## src/rtl/mem_req_arbiter_pkg.sv

```systemverilog
// rtl/mem_req_arbiter_pkg.sv - shared widths, FSM state and owner encoding for the memory request arbiter
package mem_req_arbiter_pkg;

   localparam int ADDR_WIDTH_DEF         = 32;
   localparam int WORD_WIDTH_DEF         = 32;
   localparam int ICACHE_DATA_BLOCK_SIZE = 64;

   typedef enum logic [1:0] {
      ST_IDLE = 2'd0,
      ST_SEND = 2'd1,
      ST_WAIT = 2'd2
   } arb_state_e;

   typedef enum logic {
      OWNER_LSU = 1'b0,
      OWNER_IFU = 1'b1
   } owner_e;

endpackage

```

## src/rtl/mem_req_arbiter_arb2_rr.sv

```systemverilog
// rtl/mem_req_arbiter_arb2_rr.sv - two-way round-robin grant; req/grant bit 0 = LSU, bit 1 = IFU
module arb2_rr (
   input  logic       clk,
   input  logic       rst_aL,
   input  logic [1:0] req,
   input  logic       advance,
   output logic [1:0] grant
);

   // 1 = IFU was granted last, so LSU wins the first conflict after reset
   logic last_grant;

   always_comb begin
      grant = 2'b00;
      case (req)
         2'b01:   grant = 2'b01;
         2'b10:   grant = 2'b10;
         2'b11:   grant = last_grant ? 2'b01 : 2'b10;
         default: grant = 2'b00;
      endcase
   end

   always_ff @(posedge clk or negedge rst_aL) begin
      if (!rst_aL) begin
         last_grant <= 1'b1;
      end else if (advance) begin
         last_grant <= grant[1];
      end
   end

endmodule

```

## src/rtl/mem_req_arbiter.sv

```systemverilog
// rtl/mem_req_arbiter.sv - single-outstanding arbiter between IFU fills and LSU accesses onto main memory
module mem_req_arbiter
   import mem_req_arbiter_pkg::*;
#(
   parameter int ADDR_WIDTH = ADDR_WIDTH_DEF,
   parameter int WORD_WIDTH = WORD_WIDTH_DEF,
   parameter int BLOCK_BITS = ICACHE_DATA_BLOCK_SIZE
) (
   input  logic                  clk,
   input  logic                  rst_aL,
   input  logic                  ifu_req_valid,
   output logic                  ifu_req_ready,
   input  logic [ADDR_WIDTH-1:0] ifu_req_addr,
   input  logic                  ifu_flush,
   input  logic                  lsu_req_valid,
   output logic                  lsu_req_ready,
   input  logic [ADDR_WIDTH-1:0] lsu_req_addr,
   input  logic                  lsu_req_is_st,
   input  logic [2:0]            lsu_req_size,
   input  logic [WORD_WIDTH-1:0] lsu_req_data,
   output logic                  mem_send_en,
   input  logic                  mem_ready,
   output logic                  mem_send_lsu_aL_ifu_aH,
   output logic [ADDR_WIDTH-1:0] mem_send_addr,
   output logic [2:0]            mem_send_size,
   output logic [WORD_WIDTH-1:0] mem_send_data,
   input  logic                  mem_recv_valid,
   input  logic [BLOCK_BITS-1:0] mem_recv_data,
   output logic                  ifu_resp_valid,
   output logic                  lsu_resp_valid,
   output logic [BLOCK_BITS-1:0] resp_data
);

   arb_state_e            state, state_nxt;
   owner_e                owner;
   logic                  drop, drop_nxt;
   logic                  req_is_st;
   logic [ADDR_WIDTH-1:0] req_addr;
   logic [2:0]            req_size;
   logic [WORD_WIDTH-1:0] req_data;
   logic [1:0]            req, grant;
   logic                  grant_fire;
   logic                  ifu_owned_flush;
   logic                  recv_in_wait;

   assign req        = (state == ST_IDLE) ? {ifu_req_valid, lsu_req_valid} : 2'b00;
   assign grant_fire = |grant;

   arb2_rr u_arb2_rr (
      .clk     (clk),
      .rst_aL  (rst_aL),
      .req     (req),
      .advance (grant_fire),
      .grant   (grant)
   );

   assign ifu_owned_flush = ifu_flush && (owner == OWNER_IFU);

   always_comb begin
      state_nxt = state;
      drop_nxt  = drop;
      case (state)
         ST_IDLE: begin
            if (grant_fire) state_nxt = ST_SEND;
         end
         ST_SEND: begin
            if (mem_ready) begin
               // a store is fire-and-forget; a flush on the accept beat drops the response instead
               if (owner == OWNER_LSU && req_is_st) begin
                  state_nxt = ST_IDLE;
               end else begin
                  state_nxt = ST_WAIT;
                  drop_nxt  = ifu_owned_flush;
               end
            end else if (ifu_owned_flush) begin
               state_nxt = ST_IDLE;
            end
         end
         ST_WAIT: begin
            if (mem_recv_valid) begin
               state_nxt = ST_IDLE;
               drop_nxt  = 1'b0;
            end else if (ifu_owned_flush) begin
               drop_nxt = 1'b1;
            end
         end
         default: begin
            state_nxt = ST_IDLE;
            drop_nxt  = 1'b0;
         end
      endcase
   end

   always_ff @(posedge clk or negedge rst_aL) begin
      if (!rst_aL) begin
         state <= ST_IDLE;
         drop  <= 1'b0;
      end else begin
         state <= state_nxt;
         drop  <= drop_nxt;
      end
   end

   always_ff @(posedge clk or negedge rst_aL) begin
      if (!rst_aL) begin
         owner     <= OWNER_LSU;
         req_is_st <= 1'b0;
         req_addr  <= '0;
         req_size  <= '0;
         req_data  <= '0;
      end else if (grant_fire) begin
         owner     <= grant[1] ? OWNER_IFU : OWNER_LSU;
         req_is_st <= grant[0] & lsu_req_is_st;
         req_addr  <= grant[1] ? ifu_req_addr : lsu_req_addr;
         req_size  <= grant[1] ? 3'b000 : lsu_req_size;
         req_data  <= grant[1] ? '0 : lsu_req_data;
      end
   end

   assign recv_in_wait = (state == ST_WAIT) && mem_recv_valid;

   // readies and the response bus are forced low while reset is held
   assign ifu_req_ready          = rst_aL && grant[1];
   assign lsu_req_ready          = rst_aL && grant[0];
   assign mem_send_en            = (state == ST_SEND);
   assign mem_send_lsu_aL_ifu_aH = (owner == OWNER_IFU);
   assign mem_send_addr          = req_addr;
   assign mem_send_size          = req_size;
   assign mem_send_data          = req_data;
   assign ifu_resp_valid         = recv_in_wait && (owner == OWNER_IFU) && !drop && !ifu_flush;
   assign lsu_resp_valid         = recv_in_wait && (owner == OWNER_LSU);
   assign resp_data              = rst_aL ? mem_recv_data : '0;

endmodule

```

## config.mk

```make
export PLATFORM = sky130hd
export DESIGN_NAME = mem_req_arbiter
export DESIGN_NICKNAME = d
export VERILOG_FILES = /design/src/rtl/mem_req_arbiter_pkg.sv /design/src/rtl/mem_req_arbiter_arb2_rr.sv /design/src/rtl/mem_req_arbiter.sv
export SDC_FILE = /design/constraint.sdc
export NUM_CORES = 1
export LEC_CHECK = 0
export CORE_AREA = 2 2 118 120
export CTS_CLUSTER_SIZE = 14
export DETAILED_ROUTE_END_ITERATION = 10
export DIE_AREA = 0 0 120 122
export PLACE_DENSITY = 0.82
export SETUP_SLACK_MARGIN = 0.3
export SYNTH_ARGS = -nofsm -noshare
export SYNTH_HDL_FRONTEND = slang
export SYNTH_SLANG_ARGS = --single-unit
export TNS_END_PERCENT = 10
```

## constraint.sdc

```tcl
create_clock -name clk -period 1.6 [get_ports clk]
set_input_delay 0.32 -clock clk [delete_from_list [all_inputs] [get_ports clk]]
set_output_delay 0.32 -clock clk [all_outputs]
set_load 0.05 [all_outputs]
```

==> results_dict.tcl <==
set metrics [dict create \
    status "finished with violations" \
    violations "hold timing, setup timing" \
    yosysWarnings 0 \
    gp_congestion 0.814 \
    cts_buffer_depth 2 \
    period_minus_slack_ps 1860 \
    critical_path_arrival_ps 1540 \
    worstRegToRegCells 8 \
    fin_hold_ws_ps -57.2 \
    vias 3863 \
    diodes 0 \
    clock-root-buffer "clkbuf_16" \
    drc_errors 0 \
    grt_max_degree 61 \
    drt_first_pass_iters 8 \
    r2r_end "state[0]" \
    clkPwrFrac 0.131 \
    maxSlewHeadroom 0.453 \
    drt_iter0_drc 284 \
    path_clk_slew_ps 60 \
    syn_area_um2 3450 \
    maxCapViolCount 0 \
    ioPinCount 308 \
    ir_worst_vdd_uv 1010 \
    synthDistinctLibCells 30 \
    rr_startpoint "state[1]" \
    cts_tree "done" \
    die_h_um 122 \
    antenna_found_initial 0 \
    gr-total-overflow 0 \
    hp-class "primary input to asynchronous set/reset pin" \
    ys_seq_area_frac 0.530 \
    path_class "flip-flop to output pin" \
    final_nets 817 \
    tightest_slew_ps 821 \
    clock_skew_ps 9.02 \
    synth_nets 492 \
    grt_usage 0.197 \
    viasPerCell 4.67 \
    clock_latency_ps 340 \
    wirelength_um 15200 \
    drive_gt1_frac 0.385 \
    fp-row-count 43 \
    hold_buffers 1 \
    pre_cts_ws_ps -313 \
    crit_chain "inv_2 > ha_4 > and3_4 > and2_4 > buf_12" \
    switching_share 0.484 \
    slew_viol_final 0 \
    fin_util 0.601 \
    fillers 1057 \
    slowest_stage "dfrtp_1" \
    start_util 0.255 \
    rsz0062_at_grt "true" \
    clock.fmax_mhz 536 \
    wire_per_inst_um 18.4 \
    crit_required_ps 1280 \
    grt_pass1_vias 3919 \
    die_x_um 120 \
    ctsHtreeMaxLevel 3 \
    syn_to_final_growth_pct 135 \
    numCtsBuffers 9 \
    port_buffers 307 \
    post-route-period-util 1.17 \
    clock-sinks 73 \
    power.density_nw_per_um2 1790 \
    hpwl_um 11400 \
    die_area_um2 14600 \
    postRouteAntennaNets 0 \
    syn_inst 317 \
    synth_area_per_cell_um2 10.9 \
    max_stage_delay_ps 430 \
    ys_seq_elements 73 \
    hold_viol 26 \
    end_kind "output pin" \
    grt_pass1_wl_um 21600 \
    cp_max_fo 4 \
    seqPwrFrac 0.236 \
    cp-start-kind "flip-flop" \
    power.leakage_nw 3.93 \
    pwr-share-comb 0.633 \
    r2r_setup_slack_ps -90 \
    switchingPower_w 0.00704 \
    setup_viol 8 \
    setup_ws_ps -265 \
    coreArea_um2 13500 \
    p_int_w 0.00749 \
]
[registers in the layout (all words and copies together), names as in the netlist]
name,flops
mem_send_lsu_aL_ifu_aH,1
state,2
mem_send_size,3
mem_send_data,32
req_is_st,1
u_arb2_rr.last_grant,1
mem_send_addr,32
drop,1
[layer usage]
metal / global-route usage / part of all wire
met5: 0 / 0
met3: 0.0581 / 0.078
met4: 0.0912 / 0.031
met2: 0.349 / 0.53
met1: 0.217 / 0.36
[critical path: cells and delay by family, from the launching register on]
family	cells	cell delay [ps]
flops	1	430
simple gates	2	360
buf+inv	2	230
fa+ha+maj	1	170
[synth_stat cells]
cell | instances | area, um2
a22o_1 | 36 | 315
and2_1 | 65 | 407
dfrtp_1 | 72 | 1800
a32o_1 | 1 | 10.0
and2_2 | 1 | 7.51
clkbuf_1 | 13 | 48.8
mux2_2 | 2 | 22.5
nand3b_1 | 1 | 7.51
o21a_1 | 1 | 7.51
buf_2 | 8 | 40.0
o21ai_0 | 20 | 100
nor2_1 | 2 | 7.51
a21oi_2 | 1 | 8.76
o21ai_2 | 1 | 8.76
inv_1 | 17 | 63.8
nand3_2 | 1 | 10.0
buf_4 | 2 | 15.0
a21oi_1 | 4 | 20.0
and3_4 | 1 | 11.3
a31oi_1 | 1 | 6.26
nand2_1 | 24 | 90.1
nor2b_1 | 2 | 12.5
mux2i_1 | 20 | 200
buf_6 | 1 | 11.3
a21boi_0 | 1 | 7.51
dfstp_2 | 1 | 26.3
ha_1 | 4 | 50.1
a222oi_1 | 12 | 120
nor4_1 | 1 | 6.26
nand2_2 | 1 | 6.26
[final cells by class]
| cell class | count | area [um2] | area share |
|---|---|---|---|
| Clock inverter | 6 | 43.8 | 0.00540 |
| Sequential cell | 73 | 1830 | 0.225 |
| Inverter | 17 | 63.8 | 0.00786 |
| Clock buffer | 10 | 239 | 0.0295 |
| Timing Repair Buffer | 338 | 4050 | 0.499 |
| Multi-Input combinational cell | 203 | 1670 | 0.206 |
| Tap cell | 180 | 225 | 0.0278 |
[logic make-up (layout without fill, tap and decap cells)]
| group | count (synthesis) | count (layout) | share of synthesized area |
|---|---|---|---|
| and+or+nand+nor | 99 | 99 | 0.164 |
| adders and majority gates | 4 | 4 | 0.0145 |
| AOI/OAI and AO/OA | 78 | 78 | 0.175 |
| buffers and inverters | 41 | 371 | 0.0519 |
| DFF | 73 | 73 | 0.530 |
| muxes | 22 | 22 | 0.0646 |
[cell usage in the layout, fill, tap and decap left out, types with 2 or more instances in the layout]
master           instances
mux2i_1                 14
and2_4                  35
clkbuf_16               10
nand2_2                  2
buf_12                  78
buf_4                   81
mux2i_2                  5
dlygate4sd2_1           14
inv_2                    3
buf_8                    2
buf_6                    5
nand2_1                 22
clkinvlp_4               4
inv_1                   14
and2_1                  31
a222oi_1                12
a22o_1                  36
dfrtp_1                 71
a21oi_2                  3
o21ai_1                 20
ha_4                     2
dlymetal6s2s_1          20
clkdlybuf4s50_1        135
[repair_timing]
| item | CTS | global route |
|---|---|---|
| setup endpoints to repair | 143 | 159 |
| pin swaps | 25 | 57 |
| gates cloned | 0 | 1 |
| resized for setup | 58 | 54 |
| hold endpoints to repair | 42 | 26 |
| setup buffers | 9 | 2 |
[power groups by stage]
stage / Combinational, W / Sequential (W) / Clock (W)
after detailed placement: 0.00867 / 0.00340 / 0
after floorplan: 0.00238 / 0.00628 / 0
after CTS: 0.00901 / 0.00339 / 0.00197
after global placement: 0.00849 / 0.00338 / 0
after global routing: 0.00959 / 0.00352 / 0.00205
final: 0.00920 / 0.00342 / 0.00191
[stage by stage]
step	std cells	setup TNS [ps]	cell area [um2]	total power, W
2_1_floorplan	317	-6.16	3520	0.00867
3_3_place_gp	798	-8860	7480	0.0119
3_5_place_dp	798	-13440	7480	0.0121
4_1_cts	824	-884	7900	0.0144
5_1_grt	827	-1570	8110	0.0152
6_report	827	-1210	8110	0.0145
[how the worst max path moves through the flow]
stage,startpoint,end,slack (ps),cells after the start
2_1_floorplan,mem_send_lsu_aL_ifu_aH,ifu_resp_valid,-6,2
5_1_grt,state[0],ifu_resp_valid,-300,5
6_report,state[1],ifu_req_ready,-260,5
4_1_cts,state[1],ifu_req_ready,-250,5
3_5_place_dp,ifu_req_valid,mem_send_addr[29],-310,6
3_3_place_gp,ifu_req_valid,ifu_req_ready,-270,4
No activity file was read; power rests on OpenSTA's default activity.
